## config.mk

```make
export PLATFORM = sky130hd
export DESIGN_NAME = div_arbiter
export DESIGN_NICKNAME = d
export VERILOG_FILES = /design/src/rtl/div_arb_pkg.sv /design/src/rtl/div_arbiter_rr_pick.sv /design/src/rtl/div_arbiter.sv
export SDC_FILE = /design/constraint.sdc
export NUM_CORES = 1
export LEC_CHECK = 0
export CAP_MARGIN = 20
export CORE_MARGIN = 5
export CORE_UTILIZATION = 43
export CTS_CLUSTER_DIAMETER = 100
export DETAILED_ROUTE_END_ITERATION = 8
export PLACE_DENSITY = 0.78
export SLEW_MARGIN = 0
export SYNTH_ARGS = -nofsm -noshare
export SYNTH_HDL_FRONTEND = slang
export SYNTH_SLANG_ARGS = --single-unit
```

## constraint.sdc

```tcl
create_clock -name clk -period 5.04 [get_ports clk]
set_input_delay 1.512 -clock clk [delete_from_list [all_inputs] [get_ports clk]]
set_output_delay 1.512 -clock clk [all_outputs]
set_load 0.02 [all_outputs]
```

## src/rtl/div_arb_pkg.sv

```systemverilog
// Shared types and constants for the divider arbiter: FSM state encoding,
// default widths, and the quotient bit used to fill a divide-by-zero result.
package div_arb_pkg;

    localparam int DEF_W    = 8;
    localparam int DEF_NREQ = 4;

    // A divide-by-zero returns an all-ones quotient; callers replicate this bit to W.
    localparam logic DZ_QBIT = 1'b1;

    typedef enum logic [2:0] {
        S_IDLE      = 3'd0,
        S_START     = 3'd1,
        S_WAIT_BUSY = 3'd2,
        S_WAIT_DONE = 3'd3,
        S_DZ        = 3'd4,
        S_RESP      = 3'd5
    } state_t;

endpackage

```

## src/rtl/div_arbiter_rr_pick.sv

```systemverilog
// Combinational round-robin selector: first set request at or above rr_ptr,
// wrapping around, as a one-hot vector plus its index.
module rr_pick #(
    parameter int NREQ = 4,
    parameter int IDW  = 2
) (
    input  logic [NREQ-1:0] req,
    input  logic [IDW-1:0]  rr_ptr,
    output logic            valid,
    output logic [NREQ-1:0] onehot,
    output logic [IDW-1:0]  idx
);

    int             k;
    logic [IDW-1:0] kk;

    always_comb begin
        valid  = 1'b0;
        onehot = '0;
        idx    = '0;
        k      = 0;
        kk     = '0;
        for (int i = 0; i < NREQ; i++) begin
            k  = (int'(rr_ptr) + i) % NREQ;
            kk = IDW'(k);
            if (!valid && req[kk]) begin
                valid      = 1'b1;
                onehot[kk] = 1'b1;
                idx        = kk;
            end
        end
    end

endmodule

```

## src/rtl/div_arbiter.sv

```systemverilog
// Round-robin sequencer sharing one external divider among NREQ requesters;
// divide-by-zero is answered locally without starting the divider.
//
// state     | meaning
// ----------+----------------------------------------------------------
// IDLE      | arbitrate; grant only while the divider reports ready
// START     | div_start high for this single cycle
// WAIT_BUSY | wait for the divider to drop ready (it has accepted)
// WAIT_DONE | wait for ready to return, then capture the result
// DZ        | build the divide-by-zero response locally
// RESP      | rsp_valid pulse to the owner, back to IDLE
module div_arbiter
    import div_arb_pkg::*;
#(
    parameter int NREQ = DEF_NREQ,
    parameter int W    = DEF_W,
    parameter int IDW  = $clog2(NREQ)
) (
    input  logic             clk,
    input  logic             rst,
    input  logic [NREQ-1:0]  req,
    input  logic [NREQ*W-1:0] req_dividend,
    input  logic [NREQ*W-1:0] req_divisor,
    output logic [NREQ-1:0]  gnt,
    output logic [NREQ-1:0]  rsp_valid,
    output logic [W-1:0]     rsp_quotient,
    output logic [W-1:0]     rsp_remainder,
    output logic             rsp_dz,
    output logic             busy,
    output logic             div_start,
    output logic [W-1:0]     div_dividend,
    output logic [W-1:0]     div_divisor,
    input  logic             div_ready,
    input  logic [W-1:0]     div_quotient,
    input  logic [W-1:0]     div_remainder
);

    state_t          state;
    logic [IDW-1:0]  rr_ptr;
    logic [IDW-1:0]  owner;
    logic [NREQ-1:0] owner_onehot;

    logic            pick_valid;
    logic [NREQ-1:0] pick_onehot;
    logic [IDW-1:0]  pick_idx;
    logic [IDW-1:0]  next_ptr;
    logic            grant_now;
    logic [W-1:0]    sel_dividend;
    logic [W-1:0]    sel_divisor;

    rr_pick #(
        .NREQ (NREQ),
        .IDW  (IDW)
    ) u_rr_pick (
        .req    (req),
        .rr_ptr (rr_ptr),
        .valid  (pick_valid),
        .onehot (pick_onehot),
        .idx    (pick_idx)
    );

    // A divider that is not ready in IDLE is owned by someone else: hold off.
    assign grant_now = (state == S_IDLE) && pick_valid && div_ready;
    assign gnt       = grant_now ? pick_onehot : '0;
    assign next_ptr  = (int'(pick_idx) == NREQ - 1) ? '0 : pick_idx + 1'b1;

    always_comb begin
        sel_dividend = '0;
        sel_divisor  = '0;
        owner_onehot = '0;
        for (int i = 0; i < NREQ; i++) begin
            if (pick_idx == IDW'(i)) begin
                sel_dividend = req_dividend[i*W +: W];
                sel_divisor  = req_divisor[i*W +: W];
            end
            owner_onehot[i] = (owner == IDW'(i));
        end
    end

    always_ff @(posedge clk or posedge rst) begin
        if (rst) begin
            state         <= S_IDLE;
            rr_ptr        <= '0;
            owner         <= '0;
            rsp_valid     <= '0;
            rsp_quotient  <= '0;
            rsp_remainder <= '0;
            rsp_dz        <= 1'b0;
            busy          <= 1'b0;
            div_start     <= 1'b0;
            div_dividend  <= '0;
            div_divisor   <= '0;
        end else begin
            div_start <= 1'b0;
            rsp_valid <= '0;
            case (state)
                S_IDLE: begin
                    if (grant_now) begin
                        owner        <= pick_idx;
                        rr_ptr       <= next_ptr;
                        div_dividend <= sel_dividend;
                        div_divisor  <= sel_divisor;
                        busy         <= 1'b1;
                        if (sel_divisor == '0) begin
                            state <= S_DZ;
                        end else begin
                            state     <= S_START;
                            div_start <= 1'b1;
                        end
                    end
                end
                S_START: begin
                    state <= S_WAIT_BUSY;
                end
                S_WAIT_BUSY: begin
                    if (!div_ready) begin
                        state <= S_WAIT_DONE;
                    end
                end
                S_WAIT_DONE: begin
                    if (div_ready) begin
                        rsp_quotient  <= div_quotient;
                        rsp_remainder <= div_remainder;
                        rsp_dz        <= 1'b0;
                        rsp_valid     <= owner_onehot;
                        state         <= S_RESP;
                    end
                end
                S_DZ: begin
                    rsp_quotient  <= {W{DZ_QBIT}};
                    rsp_remainder <= div_dividend;
                    rsp_dz        <= 1'b1;
                    rsp_valid     <= owner_onehot;
                    state         <= S_RESP;
                end
                S_RESP: begin
                    busy  <= 1'b0;
                    state <= S_IDLE;
                end
                default: begin
                    state <= S_IDLE;
                end
            endcase
        end
    end

endmodule

```

# Word-level counts from Yosys, hierarchy flattened
# Cells that the tools add are included.
[word_totals]
register_bits = 46
out_inout_bits = 43
in_bits = 87
word_cells = 119
[classes]
addsub = 4
reduce_logical = 22
eq_ne = 15
magnitude_cmp = 8
n_bitwise = 3
mux = 56
[op_table]
columns = ["cell", "count"]
rows = [
  ["2-to-1 mux 8 bit", 10],
  ["case mux 8 bit (2 select lines)", 2],
  ["2-to-1 mux 4 bit", 6],
  ["2-to-1 mux 1 bit", 17],
  ["case mux 3 bit (5 select lines)", 1],
  ["less-than comparator 2 x 3 -> 1 bit (second input constant)", 4],
  ["2-to-1 mux 3 bit", 4],
  ["OR 4 bit", 3],
  ["2-to-1 mux 2 bit", 5],
  ["logical AND 1 bit", 9],
  ["binary-select mux 1 bit (select 2 bit)", 4],
  ["demux 1 bit (select 2 bit)", 4],
  ["== test 2 bit (second input constant)", 4],
  [">= comparator 2 x 1 -> 1 bit (second input constant)", 4],
  ["zero test 8 bit", 1],
  ["case mux 4 bit (2 select lines)", 1],
  ["== test 2 x 1 -> 1 bit (second input constant)", 3],
  ["== test 3 x 2 -> 1 bit (second input constant)", 2],
  ["== test 3 bit (second input constant)", 2],
  ["inequality test 2 bit (second input constant)", 3],
  ["AND reduction 2 bit", 3],
  ["adder 2 x 1 -> 2 bit (second input constant)", 2],
  ["adder 2 bit (second input constant)", 2],
  ["zero test 2 bit", 2],
  ["6 further kinds", 10],
]

# Depth between registers and ports, before layout
# Gate-level depths: netlist of run 1.
[depth]
ltp_word = 21
mapped_depth = 17
ltp_nobuf = 13

# Hierarchy
# Synthesis of run 1 repeated with hierarchy kept, for this count alone.
[hier_totals]
hier_cells = 280
hier_area_um2 = 2695.1
[modules_own_cells]
columns = ["module", "instances", "area_each_um2", "seq_area_each_um2", "cells_per_inst"]
rows = [
  ["div_arbiter", 1, 2275.9, 1151.1, 235],
  ["rr_pick", 1, 419.2, 0.0, 45],
]

# Worst setup path before layout of run 1
# OpenSTA, ideal clock, no wires.
[synth_path]
kind = "input-to-output"
startpoint = "in req[3]"
endpoint = "out gnt[0]"
cell_stages = 5
path_buffers = 1
t_required_ns = 3.528
slack_ns = 0.552
arrival_ns = 2.976
path_cell_list = "buf_2 > mux4_2 > nor2b_1 > a221oi_1 > o22ai_1"
[synth_via]
elab_chain_cells = 15
elab_cells_between_ends = 28
cone_classes = "17 x mux; 3 x bitwise; 8 x reduce/logical"
[synth_lines]
columns = ["item", "line_no", "source"]
rows = [
  ["from (decl)", "div_arbiter.sv:21", "input logic [NREQ-1:0] req,"],
  ["binary-select mux 1 bit (select 2 bit)", "div_arbiter_rr_pick.sv:26", "if (!valid && req[kk]) begin"],
  ["2-to-1 mux 1 bit (implied by the code)", "div_arbiter_rr_pick.sv:26", ""],
  ["2-to-1 mux 1 bit", "div_arbiter_rr_pick.sv:26", ""],
  ["zero test 1 bit", "div_arbiter_rr_pick.sv:26", ""],
  ["logical AND 1 bit", "div_arbiter_rr_pick.sv:26", ""],
  ["2-to-1 mux 1 bit", "div_arbiter_rr_pick.sv:26", ""],
  ["zero test 1 bit", "div_arbiter_rr_pick.sv:26", ""],
  ["logical AND 1 bit", "div_arbiter_rr_pick.sv:26", ""],
  ["2-to-1 mux 1 bit", "div_arbiter_rr_pick.sv:26", ""],
  ["zero test 1 bit", "div_arbiter_rr_pick.sv:26", ""],
  ["logical AND 1 bit", "div_arbiter_rr_pick.sv:26", ""],
  ["2-to-1 mux 1 bit", "div_arbiter_rr_pick.sv:26", ""],
  ["logical AND 1 bit (2 in series)", "div_arbiter.sv:63", "assign grant_now = (state == S_IDLE) && pick_valid && div_ready;"],
  ["2-to-1 mux 4 bit (*)", "div_arbiter.sv:64", "assign gnt = grant_now ? pick_onehot : '0;"],
  ["to (decl)", "div_arbiter.sv:24", "output logic [NREQ-1:0] gnt,"],
]
# Every way passes the cells marked *; elsewhere a longest branch is shown, timed or not. The select of a mux whose other input is x is not followed.

# Worst setup path after layout of run 1
[layout_path]
startpoint = "in req[1]"
endpoint = "out gnt[3]"
# The elaborated chain is that of the path after synthesis.

==> run metrics, run 1 <==
Diodes inserted=0; Synth Instances=around 350; TritonCTS clock tree=yes; grt met2 use=38.8%; placed inst area=4650 µm²; dpl hpwl=7600 µm; RR Startpoint=rr_ptr[1]; routability congestion estimate=0.927; H-tree depth=2; initial antenna violation count=0; met3 Usage GRT=2.55%; First-pass DRT Iterations=4; port buffer count=129; synth warn=0; NumNets Final=~600; Critical R2R Capture=state[0]; aggregate global-route resource usage=between 20% and 30%; Worst-Skew Late Latency=0.30 ns; hold slack=~0.48 ns; syn_nets=451; leakage=0.00202 µW; Internal Power=1650 µW; TNS Setup=0 ns; Seq. cell area=1150 µm²; ys async rst share=100%; largest area contributor in the netlist=dfrtp_1; Core Area=6870 µm²; Logic pwr share=70.4%; setup repair bufs after CTS=0; hold buffer count at cts=0; gr busiest metal=met2; Max Clk Rate=between 200 and 250 MHz; switch share=44.6%; Tcrit/Tclk final=98.7%; vias=3263; vias in the first global route=between 3000 and 4000; Crit. Startpoint=req[1]; wirelength, routed=9750 µm; final instance area=between 4000 and 5000 µm²; critical path startpoint category=primary input; remaining global-route overflow=0; status=completed; io pins=130; TritonCTS Buffers=5; Max-cap violations=0; Total Die Area=~9000 µm²; CTS root buffer=clkbuf_8; share of layout cells above drive strength 1=roughly 11%; Worst EP required=3.53 ns; total power=about 3000 µW; register area share after synthesis=between 30% and 40%; Num Clock Sinks=46; max_slew headroom=38.1%; Chip Height=approximately 95 µm; power per cell area=approximately 630 nW/µm²; Worst Path Max Fanout=5; reg2reg setup slack=0.71 ns; met1 Usage GRT=25.2%; average wire per standard cell=16.4 µm; die span in x=94.7 µm; initial DRC count=186; Clock power frac=7.9%; Slowest cell on crit path=mux4_2; Unique masters post-synth=50; final hold viol count=0; Seq cells post-synth=46; Worst-Margin Slew=a little over 0.9 ns; CP Capture Point=gnt[3]; global-route wire length before repair=15000 µm; fillers=572; area of the mapped netlist=between 3000 and 4000 µm²; Post-synth top flop=dfrtp_1; FP Rows=30; Hold/Removal Path Class=flop to flop; number of enable flip-flop cells after synthesis=0; crit path cell chain=clkdlybuf4s50_1 > mux4_2 > nor2b_1 > buf_4 > a221oi_1 > o22ai_1 > dlygate4sd2_1; remaining antenna violation count=0; final setup vio count=0; largest cells by area after synthesis=dfrtp_1, a21oi_1, nand2_1; Remaining DRCs=0; Vias per Instance=approximately 5.5; Clock Pin Slew Worst Setup and Hold Paths=0.09 ns; Area growth syn-to-layout=54.2%; footprint of the multi-input gates=between 1500 and 2000 µm²; critical path class=primary input to output pin; Mapped Avg Cell Area=about 8.7 µm²; CTS Buffer Depth=2; sequential share of power=a little over a fifth; Final Max Tran Viols=0; Psw=1330 µW; top-area cell type share of the netlist area=a little under two fifths; critical path endpoint category=output pin; crit-path max cell delay=roughly 0.47 ns; Starting Density=44.9%; crit path DAT=3.46 ns; worst reg2reg path depth=13; Max VDD drop=0.288 mV; clock skew=0.00741 ns; largest net degree at the start of global routing=47; min cycle time layout=4.97 ns
sequential cells by signal, summed over array words and instances, names as in the netlist:
register	cells
busy	1
div_dividend	8
div_divisor	8
div_start	1
owner	2
rr_ptr	2
rsp_dz	1
rsp_quotient	8
rsp_remainder	8
rsp_valid	4
state	3
Yosys cell counts, types with 2 or more instances:
cell type	n
nor2_1	26
buf_2	8
mux2i_1	12
nor2b_1	4
o221ai_1	3
a211o_1	2
inv_1	10
or4_1	2
nand3_1	2
o32ai_1	4
o21a_1	8
mux4_2	2
nor3_1	3
a211oi_1	5
ha_1	11
buf_6	2
buf_1	2
nand2_1	39
clkbuf_1	15
nand3b_1	8
dfrtp_1	46
o211ai_1	8
and2_1	6
a21oi_1	33
a21o_1	5
mux2_2	2
and3_1	2
o31ai_1	3
o22ai_1	10
or2b_1	3
o2111ai_1	4
o21ai_0	22
and3b_1	10
a41oi_1	2
a221oi_1	4
nand2b_1	9
nor3b_1	3
cell families after synthesis:
group	share of synthesized area (%)
AOI/OAI and AO/OA	25.7
adders and majority gates	4.47
buffers and inverters	5.56
DFF	37.4
muxes	6.09
and+or+nand+nor	20.8
layout by cell type, fill, tap and decap left out, types with 10 or more instances in the layout:
cell type	n
a21oi_1	33
and3b_1	10
buf_4	38
clkdlybuf4s50_1	125
dfrtp_1	46
ha_1	11
mux2i_1	11
nand2_1	39
nor2_1	25
o21ai_0	21
o22ai_1	10
through the flow:
step	worst slack [ns]	utilization, %	cells
finish	0.0675	69.2	596
global route	-0.0114	69.2	596
CTS	0.0316	69.0	596
detailed placement	-0.195	67.7	588
global placement	-0.105	67.7	588
floorplan	0.552	-	353
routing by layer:
metal	part of all wire [%]	wire [µm]
met4	2.4	231
met2	52	5050
met5	0	0
met3	5.1	494
met1	41	3970
critical path: cells and delay by family:
| kind | cells | cell delay [ns] |
|---|---|---|
| AOI/OAI and AO/OA | 2 | 0.38 |
| buffers and inverters | 3 | 0.95 |
| muxes | 1 | 0.47 |
| and+or+nand+nor | 1 | 0.15 |
timing repair:
item / in CTS / in global routing
gates resized for setup: 5 / 4
cloned: 0 / 0
setup endpoints to repair: 4 / 2
hold endpoints to repair: 0 / 0
final cells by class:
class,instances,area share (%)
Clock buffer,6,1.74
Clock inverter,2,0.263
Inverter,10,0.790
Multi-Input combinational cell,269,37.4
Sequential cell,46,24.2
Tap cell,96,2.53
Timing Repair Buffer,167,33.1
worst min-delay path by stage:
stage                   start        endpoint  slack (ns)  cells past startpoint
3_5_place_dp   div_divisor[0]  div_divisor[0]        0.46                      2
2_1_floorplan        owner[0]    rsp_valid[2]        0.46                      1
5_1_grt        div_divisor[2]  div_divisor[2]        0.51                      1
3_3_place_gp   div_divisor[0]  div_divisor[0]        0.45                      2
6_report       div_divisor[0]  div_divisor[0]        0.48                      2
4_1_cts        div_divisor[0]  div_divisor[0]        0.48                      2
power by group through the flow:
stage / clock (µW) / combinational, µW / sequential [µW]
after floorplan: 0 / 1090 / 805
after global placement: 0 / 2040 / 645
after detailed placement: 0 / 2080 / 653
after CTS: 239 / 2090 / 645
after global routing: 256 / 2270 / 670
final: 236 / 2100 / 644
No activity file was read; power rests on OpenSTA's default activity.
==> run 2: changes to the inputs <==
PLACE_DENSITY = default   (was 0.78)
PLACE_DENSITY_LB_ADDON = 0.12   (was default)
==> run 2 against run 1 <==
Compared with the run above: first-iteration DRC count decreased by 41%; clock power increased by 18%; largest cell class unchanged; fmax increased by 1.2%; flip-flop and latch count unchanged; global-route usage decreased by 1.3 points; non-clock buffer count decreased by 2.
==> run metrics, run 2 (synthesized netlist as in run 1, its figures left out) <==
Hold/Removal Path Class=flop to flop; average wire per standard cell=15.4 µm (-6.1%); Clock Pin Slew Worst Setup and Hold Paths=0.10 ns (about the same); Core Area=6870 µm² (unchanged); hold buffer count at cts=0 (unchanged); Crit. Startpoint=req[1]; Worst EP required=3.53 ns (about the same); share of layout cells above drive strength 1=12.2% (+1.0 points); post-cts repair resize count=7 (+2); Worst Path Max Fanout=5 (unchanged); max_slew headroom=37.6% (-0.48 points); Vias per Instance=5.39 (-1.5%); H-tree depth=2 (unchanged); Worst-Margin Slew=0.935 ns (+0.00712 ns); hold slack=0.480 ns (+0.000172 ns); largest net degree at the start of global routing=47 (unchanged); TritonCTS clock tree=yes; final setup vio count=0 (unchanged); critical path startpoint category=primary input; Starting Density=44.9% (unchanged); total power=2980 µW (about the same); worst reg2reg path depth=12 (-1); Max VDD drop=0.285 mV (-1.3%); Num Clock Sinks=46 (unchanged); leakage=0.00202 µW (+0.18%); Area growth syn-to-layout=54.6%; die span in x=94.7 µm (unchanged); RSZ-0062 raised after global routing=no; CTS Buffer Depth=2 (unchanged); critical path endpoint category=output pin; RR Startpoint=rr_ptr[1]; commonest non-fill, non-tap cells in the layout=clkdlybuf4s50_1, dfrtp_1, nand2_1; crit path DAT=3.40 ns (-0.06 ns); FP Rows=30 (unchanged); wirelength, routed=9130 µm (-6.4%); status=completed; final hold viol count=0 (unchanged); power per cell area=625 nW/µm² (-0.14%); initial DRC count=110 (-41%); remaining antenna violation count=0 (unchanged); port buffer count=129 (unchanged); most common cell after layout, fill and taps aside=clkdlybuf4s50_1; Tcrit/Tclk final=97.5% (-1.2 points); remaining global-route overflow=0 (unchanged); Total Die Area=8960 µm² (unchanged); Remaining DRCs=0 (unchanged); setup repair bufs after CTS=0 (unchanged); Chip Height=94.7 µm (unchanged); vias=3202 (-1.9%); Diodes inserted=0 (unchanged); Final Max Tran Viols=0 (unchanged); min cycle time layout=4.91 ns (-0.0582 ns); clock skew=0.0129 ns (+0.00545 ns); Max Clk Rate=203 MHz (+1.2%); Worst-Skew Late Latency=0.30 ns (about the same); dpl hpwl=7120 µm (-6.3%); worst hold start=div_divisor[5]; initial antenna violation count=0 (unchanged); First-pass DRT Iterations=5 (+1); routability congestion estimate=0.861 (-7.2%); vias in the first global route=3098 (-3.1%); io pins=130 (unchanged); global-route wire length before repair=14400 µm (-4.0%); aggregate global-route resource usage=19.8% (-1.3 points); NumNets Final=595 (-0.34%); Max-cap violations=0 (unchanged); TritonCTS Buffers=5 (unchanged); critical path class=primary input to output pin; CTS root buffer=clkbuf_8; Hold Path Depth=2 (unchanged)
[run 2: power breakdown]
part | internal (µW) | leakage [µW] | switching, µW
sequential | 533 | 0.000550 | 111
clock | 149 | 0.0000585 | 129
combinational | 993 | 0.00141 | 1060
[run 2: area by class of cell]
cell class | count | area (µm²)
fillers | 577 | 2110
well taps | 96 | 120
multi-input cells | 269 | 1790
flip-flops and latches | 46 | 1150
repair buffers | 165 | 1550
inverters | 10 | 37.5
clock buffers | 5 | 68.8
clock inverters | 3 | 43.8
[run 2: final timing paths]
check,slack (ns),endpoint
worst min register to register,0.48,div_divisor[5]
worst min-delay path,0.48,div_divisor[5]
min in group asynchronous,1.74,busy
worst max-delay path,0.13,gnt[1]
max in group asynchronous,2.72,state[1]
worst max register to register,0.68,state[0]
[run 2: through the flow]
stage / instances / setup TNS, ns / util [%] / area [µm²] / worst slack, ns
finish: 594 / 0 / 69.3 / 4760 / 0.126
global route: 594 / 0 / 69.3 / 4760 / 0.0258
CTS: 594 / 0 / 69.1 / 4750 / 0.0360
detailed placement: 586 / -1.10 / 67.4 / 4630 / -0.221
global placement: 586 / -0.537 / 67.4 / 4630 / -0.114
floorplan: 353 / 0 / - / 3080 / 0.552
[run 2: critical path, cell delays in order]
cell	delay [ns]
clkdlybuf4s50_1	0.46
mux4_2	0.50
buf_4	0.18
a221oi_2	0.29
o22ai_1	0.13
dlygate4sd2_1	0.34
[run 2: metal layers]
layer	global-route usage, %	vias up	part of all wire (%)
met2	35.9	121	48
met4	3.97	0	1.0
li1	-	1574	-
met3	3.35	8	7.5
met5	0	-	0
met1	24.6	1499	43
